**src/rtl/fixed_weight_pkg.sv**
```systemverilog
// Shared types and parameter sets for the fixed-weight error-vector sequencer.
package fixed_weight_pkg;

    typedef enum logic [2:0] {
        S_IDLE,
        S_CLEAR,
        S_FILL,
        S_GO,
        S_RUN,
        S_DONE
    } fwc_state_e;

    localparam int RETRY_W = 8;

    localparam int N_348864   = 3488;
    localparam int TAU_348864 = 64;
    localparam int M_348864   = 12;

    localparam int N_460896   = 4608;
    localparam int TAU_460896 = 96;
    localparam int M_460896   = 13;

    localparam int N_6688128   = 6688;
    localparam int TAU_6688128 = 128;
    localparam int M_6688128   = 13;

    localparam int N_8192128   = 8192;
    localparam int TAU_8192128 = 128;
    localparam int M_8192128   = 13;

endpackage

```
**src/rtl/fixed_weight_ctrl_if.sv**
```systemverilog
// Control, random-stream and generator handshake bundle for fixed_weight_ctrl.
interface fixed_weight_ctrl_if #(
    parameter int m      = 13,
    parameter int LOGTAU = 7
);
    logic                                  start;
    logic                                  busy;
    logic                                  done;
    logic                                  fail;
    logic [fixed_weight_pkg::RETRY_W-1:0]  retries;
    logic [m-1:0]                          rnd_data;
    logic                                  rnd_valid;
    logic                                  rnd_ready;
    logic                                  gen_init_mem;
    logic                                  gen_start;
    logic                                  gen_ready;
    logic                                  gen_collision;
    logic                                  gen_done;
    logic                                  gen_rd_en;
    logic [LOGTAU-1:0]                     gen_rd_addr;
    logic [m-1:0]                          location;

    modport slave (
        input  start, rnd_data, rnd_valid, gen_ready, gen_collision, gen_done,
               gen_rd_en, gen_rd_addr,
        output busy, done, fail, retries, rnd_ready, gen_init_mem, gen_start,
               location
    );

    modport master (
        output start, rnd_data, rnd_valid, gen_ready, gen_collision, gen_done,
               gen_rd_en, gen_rd_addr,
        input  busy, done, fail, retries, rnd_ready, gen_init_mem, gen_start,
               location
    );
endinterface

```
**src/rtl/fixed_weight_ctrl_loc_buf.sv**
```systemverilog
// TAU x m location register file: one synchronous write port, one registered
// read port with enable (output held when not enabled).
module loc_buf #(
    parameter int m      = 13,
    parameter int TAU    = 96,
    parameter int LOGTAU = 7
) (
    input  logic              clk,
    input  logic              rst,
    input  logic              wr_en_i,
    input  logic [LOGTAU-1:0] wr_addr_i,
    input  logic [m-1:0]      wr_data_i,
    input  logic              rd_en_i,
    input  logic [LOGTAU-1:0] rd_addr_i,
    output logic [m-1:0]      rd_data_o
);
    localparam logic [LOGTAU:0] TAU_C = (LOGTAU + 1)'(TAU);

    logic [m-1:0] mem_q [TAU];
    logic [m-1:0] rd_data_q;

    always_ff @(posedge clk) begin
        if (wr_en_i) begin
            mem_q[wr_addr_i] <= wr_data_i;
        end
    end

    // Indices past TAU-1 have no storage behind them and read back as zero.
    always_ff @(posedge clk or negedge rst) begin
        if (!rst) begin
            rd_data_q <= '0;
        end else if (rd_en_i) begin
            if ({1'b0, rd_addr_i} < TAU_C) begin
                rd_data_q <= mem_q[rd_addr_i];
            end else begin
                rd_data_q <= '0;
            end
        end
    end

    assign rd_data_o = rd_data_q;

endmodule

```
**src/rtl/fixed_weight_ctrl.sv**
```systemverilog
// Sequencer for the fixed-weight error-vector generator: buffers TAU in-range
// locations, runs the generator clear/start handshake and retries on collision.
module fixed_weight_ctrl
    import fixed_weight_pkg::*;
#(
    parameter int m         = 13,
    parameter int N         = 4608,
    parameter int TAU       = 96,
    parameter int LOGTAU    = $clog2(TAU),
    parameter int MAX_RETRY = 255
) (
    input  logic               clk,
    input  logic               rst,
    fixed_weight_ctrl_if.slave bus
);
    localparam logic [LOGTAU:0]    TAU_C   = (LOGTAU + 1)'(TAU);
    localparam logic [m-1:0]       N_C     = m'(N);
    localparam logic [RETRY_W-1:0] MAX_C   = RETRY_W'(MAX_RETRY);
    // When N covers the whole m-bit range, N_C truncates and every word is valid.
    localparam bit                 ALL_IN  = (N >= (2 ** m));

    fwc_state_e         state_q, state_d;
    logic [LOGTAU:0]    fill_cnt_q, fill_cnt_d;
    logic [RETRY_W-1:0] retries_q, retries_d;
    logic               fail_q, fail_d;

    logic               rnd_ready;
    logic               in_range;
    logic               wr_en;

    assign rnd_ready = (state_q == S_FILL) && (fill_cnt_q < TAU_C);
    assign in_range  = ALL_IN || (bus.rnd_data < N_C);

    always_comb begin
        state_d    = state_q;
        fill_cnt_d = fill_cnt_q;
        retries_d  = retries_q;
        fail_d     = fail_q;
        wr_en      = 1'b0;

        case (state_q)
            S_IDLE: begin
                if (bus.start) begin
                    retries_d  = '0;
                    fail_d     = 1'b0;
                    fill_cnt_d = '0;
                    state_d    = S_CLEAR;
                end
            end
            S_CLEAR: state_d = S_FILL;
            S_FILL: begin
                if (bus.rnd_valid && rnd_ready && in_range) begin
                    wr_en      = 1'b1;
                    fill_cnt_d = fill_cnt_q + 1'b1;
                end
                // Look-ahead on the count lets the last word and gen_ready
                // coincide, giving the TAU+2 start-to-gen_start minimum.
                if ((fill_cnt_d == TAU_C) && bus.gen_ready) begin
                    state_d = S_GO;
                end
            end
            S_GO: state_d = S_RUN;
            S_RUN: begin
                if (bus.gen_collision) begin
                    if (retries_q >= MAX_C) begin
                        fail_d  = 1'b1;
                        state_d = S_DONE;
                    end else begin
                        retries_d  = retries_q + 1'b1;
                        fill_cnt_d = '0;
                        state_d    = S_FILL;
                    end
                end else if (bus.gen_done) begin
                    state_d = S_DONE;
                end
            end
            S_DONE:  state_d = S_IDLE;
            default: state_d = S_IDLE;
        endcase
    end

    always_ff @(posedge clk or negedge rst) begin
        if (!rst) begin
            state_q    <= S_IDLE;
            fill_cnt_q <= '0;
            retries_q  <= '0;
            fail_q     <= 1'b0;
        end else begin
            state_q    <= state_d;
            fill_cnt_q <= fill_cnt_d;
            retries_q  <= retries_d;
            fail_q     <= fail_d;
        end
    end

    loc_buf #(
        .m      (m),
        .TAU    (TAU),
        .LOGTAU (LOGTAU)
    ) u_loc_buf (
        .clk       (clk),
        .rst       (rst),
        .wr_en_i   (wr_en),
        .wr_addr_i (fill_cnt_q[LOGTAU-1:0]),
        .wr_data_i (bus.rnd_data),
        .rd_en_i   (bus.gen_rd_en),
        .rd_addr_i (bus.gen_rd_addr),
        .rd_data_o (bus.location)
    );

    assign bus.busy         = (state_q != S_IDLE);
    assign bus.done         = (state_q == S_DONE);
    assign bus.fail         = fail_q;
    assign bus.retries      = retries_q;
    assign bus.rnd_ready    = rnd_ready;
    assign bus.gen_init_mem = (state_q == S_CLEAR);
    assign bus.gen_start    = (state_q == S_GO);

endmodule

```
**src/flat_wrapper.sv**
```systemverilog
// flat-port wrapper written by rule: the top's interface ports become plain ports
module fixed_weight_ctrl_flat import fixed_weight_pkg::*;
#(
    parameter int m         = 13,
    parameter int N         = 4608,
    parameter int TAU       = 96,
    parameter int LOGTAU    = $clog2(TAU),
    parameter int MAX_RETRY = 255
)
  (clk, rst, bus_start, bus_rnd_data, bus_rnd_valid, bus_gen_ready, bus_gen_collision, bus_gen_done, bus_gen_rd_en, bus_gen_rd_addr, bus_busy, bus_done, bus_fail, bus_retries, bus_rnd_ready, bus_gen_init_mem, bus_gen_start, bus_location);
  fixed_weight_ctrl_if #(.m(m), .LOGTAU(LOGTAU)) bus_i ();
  input  logic clk;
  input  logic rst;
  input wire logic [$bits(bus_i.start)-1:0] bus_start;
  input wire logic [$bits(bus_i.rnd_data)-1:0] bus_rnd_data;
  input wire logic [$bits(bus_i.rnd_valid)-1:0] bus_rnd_valid;
  input wire logic [$bits(bus_i.gen_ready)-1:0] bus_gen_ready;
  input wire logic [$bits(bus_i.gen_collision)-1:0] bus_gen_collision;
  input wire logic [$bits(bus_i.gen_done)-1:0] bus_gen_done;
  input wire logic [$bits(bus_i.gen_rd_en)-1:0] bus_gen_rd_en;
  input wire logic [$bits(bus_i.gen_rd_addr)-1:0] bus_gen_rd_addr;
  output wire logic [$bits(bus_i.busy)-1:0] bus_busy;
  output wire logic [$bits(bus_i.done)-1:0] bus_done;
  output wire logic [$bits(bus_i.fail)-1:0] bus_fail;
  output wire logic [$bits(bus_i.retries)-1:0] bus_retries;
  output wire logic [$bits(bus_i.rnd_ready)-1:0] bus_rnd_ready;
  output wire logic [$bits(bus_i.gen_init_mem)-1:0] bus_gen_init_mem;
  output wire logic [$bits(bus_i.gen_start)-1:0] bus_gen_start;
  output wire logic [$bits(bus_i.location)-1:0] bus_location;
  assign bus_i.start = bus_start;
  assign bus_i.rnd_data = bus_rnd_data;
  assign bus_i.rnd_valid = bus_rnd_valid;
  assign bus_i.gen_ready = bus_gen_ready;
  assign bus_i.gen_collision = bus_gen_collision;
  assign bus_i.gen_done = bus_gen_done;
  assign bus_i.gen_rd_en = bus_gen_rd_en;
  assign bus_i.gen_rd_addr = bus_gen_rd_addr;
  assign bus_busy = bus_i.busy;
  assign bus_done = bus_i.done;
  assign bus_fail = bus_i.fail;
  assign bus_retries = bus_i.retries;
  assign bus_rnd_ready = bus_i.rnd_ready;
  assign bus_gen_init_mem = bus_i.gen_init_mem;
  assign bus_gen_start = bus_i.gen_start;
  assign bus_location = bus_i.location;
  fixed_weight_ctrl #(.m(m), .N(N), .TAU(TAU), .LOGTAU(LOGTAU), .MAX_RETRY(MAX_RETRY)) u_core (.clk(clk), .rst(rst), .bus(bus_i));
endmodule
```
**config.mk**
```make
export PLATFORM = sky130hd
export DESIGN_NAME = fixed_weight_ctrl_flat
export DESIGN_NICKNAME = d
export VERILOG_FILES = /design/src/rtl/fixed_weight_pkg.sv /design/src/rtl/fixed_weight_ctrl_if.sv /design/src/rtl/fixed_weight_ctrl_loc_buf.sv /design/src/rtl/fixed_weight_ctrl.sv /design/src/flat_wrapper.sv
export SDC_FILE = /design/constraint.sdc
export NUM_CORES = 1
export LEC_CHECK = 0
export BUFFER_PORTS_ARGS = -buffer_cell sky130_fd_sc_hd__buf_2
export CAP_MARGIN = 10
export CORE_MARGIN = 2
export CORE_UTILIZATION = 55
export DETAILED_ROUTE_END_ITERATION = 10
export GPL_ROUTABILITY_DRIVEN = 0
export PLACE_DENSITY_LB_ADDON = 0.12
export SLEW_MARGIN = 0
export SYNTH_ARGS = -nofsm -noshare
export SYNTH_HDL_FRONTEND = slang
export SYNTH_SLANG_ARGS = --single-unit
```
**constraint.sdc**
```tcl
create_clock -name clk -period 2.61 [get_ports clk]
set_input_delay 0.261 -clock clk [delete_from_list [all_inputs] [get_ports clk]]
set_output_delay 0.261 -clock clk [all_outputs]
set_load 0.03 [all_outputs]
```
==> impl_metrics.json, run 1 <==
{
  "yosys-top-cells-count": "edfxtp_1 (1248), mux4_2 (229), mux2i_1 (193)",
  "routedWlPerCell_um": 30.61,
  "rsz0062_at_grt": "no",
  "final-instance-count-excl-fill": 4107,
  "design_area_um2": 58650,
  "finalClockSkew_ps": 25.05,
  "numClockSinks": 1281,
  "cts_tree": "built",
  "drtAntennaViolNets": 0,
  "crit_required_ps": 3230,
  "hold_buffers": 11,
  "synth_area_leaders": "edfxtp_1 (75%), mux4_2 (10%), mux2i_1 (3.9%), dfrtp_1 (1.7%), a22oi_1 (1.1%)",
  "switchingPower_w": 0.009675,
  "synth.most_common_cell": "edfxtp_1",
  "grt_pass1_wl_um": 182800,
  "cts_setup_buffers": 0,
  "status": "finished clean",
  "initial_core_util": 0.5534,
  "final_nets": 2858,
  "drive_gt1_frac": 0.2781,
  "leakage_nw": 19.55,
  "ys.flop_type": "edfxtp_1",
  "sw_frac_of_total": 0.2212,
  "synth_area_leader_cell": "edfxtp_1",
  "ys_ff_latch": 1281,
  "slew_headroom": 0.1850,
  "finalSetupViolCount": 0,
  "dr_total_vias": 26080,
  "cts_max_path_buffers": 3,
  "yosys.area.top_type_share": 0.7535,
  "drt_iter0_markers": 3045,
  "max_freq_mhz": 421.9,
  "fp.dieH_um": 304.7,
  "hold_path_class": "in -> reg",
  "viasPerCell": 6.350,
  "firstDrtPassIters": 5,
  "synth-edff-count": 1248,
  "path_class": "reg -> reg",
  "antenna_found_initial": 8,
  "ioPinCount": 55,
  "hold_depth": 1,
  "syn_area_um2": 49730,
  "max_stage_delay_ps": 480,
  "synthDistinctLibCells": 58,
  "totalWireLength_um": 125700,
  "comb_power_share": 0.071,
  "gr-total-overflow": 0,
  "max_slew.worst_pin.slew_ps": 1222,
  "grt_use_total": 0.2750,
  "pwr_density_cell_nw_per_um2": 745.9,
  "seq_area_frac_synth": 0.7701,
  "grt_max_degree": 97,
  "critPathSlowestCell": "mux4_2",
  "drv_cap": 0,
  "critical_path.max_fanout": 1,
  "area_growth_pct": 17.94,
  "async_flop_share": 0.02576,
  "layout_min_cycle_time_ps": 2371,
  "dieArea_um2": 92850,
  "hpwl_um": 79020,
  "port_buffers": 54,
  "fill_cells": 5956,
  "arrival_ps": 2990,
  "seqPwrFrac": 0.523,
  "dp.cells": 3859,
  "ctsResizeCount": 0,
  "drcViolationCount": 0,
  "p_int_w": 0.03407,
  "hold_viol": 0,
  "numCtsBuffers": 132,
  "pwr-share-clk": 0.407,
  "cts_max_level": 4,
  "cp-start-kind": "register",
  "yosysWarningCount": 0,
  "finalPower_w": 0.04375,
  "grt_pass1_vias": 26250,
  "cts_root_buf": "clkbuf_16",
  "reg2reg_depth": 7,
  "die_x_um": 304.7,
  "ir_worst_vdd_v": 0.0006352,
  "clkLatencyLatePin_ps": 740,
  "fin_crit_sh": 0.9082,
  "syn_area_per_cell_um2": 20.42,
  "path_cells": "mux4_2 -> a22o_1 -> a211oi_1 -> buf_4 -> a21oi_1 -> a221o_1 -> a32o_1",
  "synth_fp_nets": 2466,
  "num_rows": 110,
  "crit_path_end_kind": "register",
  "placed_area_um2": 54470,
  "clk_pin_slew_ps": 60,
  "synthCells": 2436,
  "coreArea_um2": 89870,
  "setup_tns_ps": 0,
  "finalMaxSlewViolations": 0
}
## metal layers
metal  vias to the layer above  GRT usage  share of wire
li1                      10950          -              -
met1                     13700     0.3895           0.41
met4                         2    0.08393          0.027
met3                       197    0.06258          0.088
met2                      1223     0.4327           0.48
met5                         -          0        0.00010
## logic make-up after synthesis
| kind of cell | synth area share |
|---|---|
| xor+xnor | 0.001233 |
| fa+ha+maj | 0.0005031 |
| buf+inv | 0.01653 |
| simple gates | 0.02559 |
| compound gates | 0.04234 |
| mux | 0.1437 |
| flops | 0.7701 |
## through the flow
step           utilization  hold slack (ps)  setup WS (ps)
4_1_cts             0.6525            3.912          235.3
3_3_place_gp        0.6060            363.1         -83.38
3_5_place_dp        0.6060            385.6         -112.9
6_report            0.6526            41.50          239.5
2_1_floorplan            -           -34.59         -36.70
5_1_grt             0.6525            34.89          158.7
## path summary, 6_finish.rpt
path                       slack [ps]                             to                          start
max reg2reg                       240  u_core.u_loc_buf.rd_data_o[4]  u_core.u_loc_buf.mem_q[59][4]
max in group asynchronous        1930           u_core.fill_cnt_q[3]                            rst
max                               240  u_core.u_loc_buf.rd_data_o[4]  u_core.u_loc_buf.mem_q[59][4]
min reg2reg                       520  u_core.u_loc_buf.rd_data_o[7]  u_core.u_loc_buf.rd_data_o[7]
min                                40  u_core.u_loc_buf.mem_q[68][4]                bus_rnd_data[4]
min in group asynchronous         150          u_core.bus.retries[0]                            rst
## placed cells by master (no fill, tap or decap), types with 5 or more instances in the layout
cell type / netlist / final
a211oi_1: 37 / 37
a21oi_1: 47 / 47
a221oi_1: 7 / 7
a22o_1: 19 / 19
a22oi_1: 74 / 74
and2_1: 7 / 7
buf_12: 0 / 97
buf_2: 30 / 38
buf_4: 35 / 249
bufinv_16: 0 / 7
clkbuf_1: 56 / 26
clkbuf_16: 0 / 135
clkinv_1: 0 / 26
clkinv_2: 0 / 25
dfrtp_1: 33 / 33
dlygate4sd3_1: 0 / 11
edfxtp_1: 1248 / 1248
inv_1: 7 / 7
inv_6: 0 / 8
mux2_2: 5 / 5
mux2i_1: 193 / 193
mux4_2: 229 / 229
nand2_1: 41 / 41
nand2b_1: 9 / 9
nand3_1: 19 / 19
nand4_1: 12 / 12
nor2_1: 129 / 129
nor2b_1: 18 / 15
nor4_1: 9 / 9
o21ai_0: 10 / 10
o21ai_1: 5 / 5
o221ai_1: 13 / 13
o22ai_1: 55 / 55
o2bb2ai_1: 9 / 9
o41ai_1: 8 / 8
xor2_1: 5 / 5
## layout make-up
class | instances | area, um^2 | area share
Antenna cell | 4 | 10.01 | 0.0001707
Clock buffer | 161 | 3476 | 0.05926
Clock inverter | 72 | 590.6 | 0.01007
Inverter | 8 | 30.03 | 0.0005120
Multi-Input combinational cell | 1007 | 10620 | 0.1811
Sequential cell | 1281 | 38300 | 0.6530
Tap cell | 1176 | 1471 | 0.02509
Timing Repair Buffer | 398 | 4151 | 0.07078
## critical path, delay by kind of cell (launching register included)
family,cells,cell delay (ps)
AO/OA/AOI/OAI,5,1240
multiplexers,1,480
flip-flops,1,360
buffers and inverters,1,170
## power groups by stage
stage	clock (W)	sequential (W)	combinational (W)
3_5_place_dp	0	0.0233	0.00305
3_3_place_gp	0	0.0233	0.00298
6_report	0.0178	0.0229	0.00309
5_1_grt	0.0189	0.0229	0.00326
2_1_floorplan	0	0.0233	0.00153
4_1_cts	0.0181	0.0228	0.00307
## sequential cells by signal (all words and copies together) (netlist names)
signal                      cells
u_core.state_q                  3
u_core.fill_cnt_q               8
u_core.u_loc_buf.rd_data_o     13
u_core.bus.fail                 1
u_core.bus.retries              8
u_core.u_loc_buf.mem_q       1248
Power figures use the tool's default switching activity.
==> run 2, diff against run 1 <==
--- a/config.mk
+++ b/config.mk
@@ -7,7 +7,6 @@
 export LEC_CHECK = 0
 export BUFFER_PORTS_ARGS = -buffer_cell sky130_fd_sc_hd__buf_2
 export CAP_MARGIN = 10
-export CORE_MARGIN = 2
 export CORE_UTILIZATION = 55
 export DETAILED_ROUTE_END_ITERATION = 10
 export GPL_ROUTABILITY_DRIVEN = 0
==> impl_metrics.json, run 2 (synthesis results as in run 1) <==
{
  "crit_required_ps": 3050,
  "status": "finished clean",
  "antenna_found_initial": 5,
  "cts_tree": "built",
  "area_growth_pct": 18.28,
  "clk_pin_slew_ps": 60,
  "initial_core_util": 0.5593,
  "cts_max_level": 4,
  "arrival_ps": 2870,
  "grt_pass1_vias": 26180,
  "drt_iter0_markers": 2942,
  "critPathSlowestCell": "dfrtp_1",
  "worst_r2r_endpoint": "u_core.u_loc_buf.mem_q[12][12]",
  "max_freq_mhz": 411.5,
  "drcViolationCount": 0,
  "regToRegStartpoint": "u_core.state_q[2]",
  "numCtsBuffers": 133,
  "pwr_density_cell_nw_per_um2": 749.2,
  "reg2reg_depth": 8,
  "mostFrequentLayoutCells": "edfxtp_1 (1248), mux4_2 (229), buf_4 (198)",
  "port_buffers": 54,
  "whs_endpoint": "u_core.u_loc_buf.mem_q[26][5]",
  "layout_min_cycle_time_ps": 2430,
  "path_cells": "nor3b_2 -> nand4_1 -> nor2_1 -> buf_4 -> nand2_1 -> buf_4 -> nor2_1 -> buf_12",
  "cts_max_path_buffers": 3,
  "hpwl_um": 78840,
  "path_class": "reg -> reg",
  "drtAntennaViolNets": 0,
  "crit_path_end_kind": "register",
  "critical_path.max_fanout": 13,
  "max_slew.worst_pin.slew_ps": 1205,
  "dr_total_vias": 26170,
  "hold_path_class": "in -> reg",
  "ir_worst_vdd_v": 0.0007742,
  "die_x_um": 302.7,
  "clkLatencyLatePin_ps": 740,
  "leakage_nw": 19.51,
  "cts_setup_buffers": 0,
  "finalClockSkew_ps": 28.58,
  "grt_max_degree": 97,
  "num_rows": 109,
  "routedWlPerCell_um": 30.69,
  "final_common_cell": "edfxtp_1",
  "viasPerCell": 6.428,
  "reg2reg_slack_ps": 180,
  "top_register": "u_core.u_loc_buf.mem_q",
  "drv_cap": 0,
  "firstDrtPassIters": 6,
  "ioPinCount": 55,
  "rsz0062_at_grt": "no",
  "timing.final.ws_setup_ps": 180.0,
  "final_nets": 2831,
  "holdCritStartpoint": "bus_rnd_data[5]",
  "hold_depth": 1,
  "gr-total-overflow": 0,
  "pre_cts_ws_ps": -149.4,
  "largest_reg_flops": 1248,
  "fin_crit_sh": 0.9310,
  "finalSetupViolCount": 0,
  "finalMaxSlewViolations": 0,
  "max_stage_delay_ps": 390,
  "design_area_um2": 58830,
  "cp-start-kind": "register",
  "grt_use_total": 0.2806,
  "drive_gt1_frac": 0.2719,
  "coreArea_um2": 88920,
  "fp.dieH_um": 302.7,
  "totalWireLength_um": 125000,
  "cts_root_buf": "clkbuf_16",
  "grt_pass1_wl_um": 181100,
  "numClockSinks": 1281,
  "placed_area_um2": 54570,
  "slew_headroom": 0.1967,
  "hold_viol": 0,
  "dieArea_um2": 91630
}
==> run 2: changes by cell type in the layout (fill, tap and decap cells not counted), moves of 2 or more <==
cell           delta
clkbuf_1          +3
buf_4            -51
clkbuf_16         +5
dlygate4sd3_1     -2
inv_6             -2
clkinv_1          +2
diode_2           -3
buf_12           +25
==> run 2: where the power goes <==
group | leakage [nW] | switching (W) | internal, W
combinational | 5.82 | 0.00190 | 0.00115
sequential | 11.6 | 0.000168 | 0.0227
clock | 2.04 | 0.00772 | 0.0104
total | 19.5 | 0.00979 | 0.0343
==> run 2: worst max path at each step <==
stage | end | cells after the start | from
finish | u_core.u_loc_buf.mem_q[12][12] | 8 | u_core.state_q[2]
global route | u_core.u_loc_buf.mem_q[9][7] | 8 | u_core.state_q[2]
CTS | u_core.u_loc_buf.mem_q[68][6] | 8 | u_core.state_q[2]
detailed placement | u_core.u_loc_buf.rd_data_o[4] | 10 | bus_gen_rd_addr[1]
floorplan | u_core.u_loc_buf.mem_q[78][0] | 8 | u_core.state_q[0]
global placement | u_core.u_loc_buf.rd_data_o[0] | 9 | bus_gen_rd_addr[1]
==> run 2: routing by layer <==
metal	up-vias	routed length [um]	global-route usage
met5	-	13	0
met4	2	3319	0.08758
li1	10900	-	-
met1	13760	51100	0.4057
met2	1306	58840	0.4289
met3	202	11710	0.06602
==> run 2: final cells by class <==
class                   count  area (um^2)
diodes                      1        2.502
clock buffers             170         3626
clock inverters            70        536.8
fillers                  5813        30090
inverters                   8        30.03
multi-input cells        1007        10620
flip-flops and latches   1281        38300
well taps                1165         1458
repair buffers            370         4249
==> run 2: per-stage QoR <==
stage	total power, W	std cells	utilization	hold WS, ps	TNS (ps)
after global routing	0.04528	4071	0.6615	56.67	0
after global placement	0.02622	3822	0.6137	382.3	-300.4
after detailed placement	0.02630	3822	0.6137	393.0	-278.8
after floorplan	0.02483	2436	-	-34.59	-13040
final	0.04408	4072	0.6616	65.91	0
after CTS	0.04432	4071	0.6615	26.23	0
==> run 2: timing repair <==
item                      in CTS  in global routing
gates resized for setup        0                  0
hold endpoints to repair      74                  0
hold buffers                   9                  0
==> run 2: worst max-delay path: cells and delay by family (launching register included) <==
kind	cells	cell delay, ps
and+or+nand+nor	5	1200
buffers and inverters	3	540
DFF	1	390
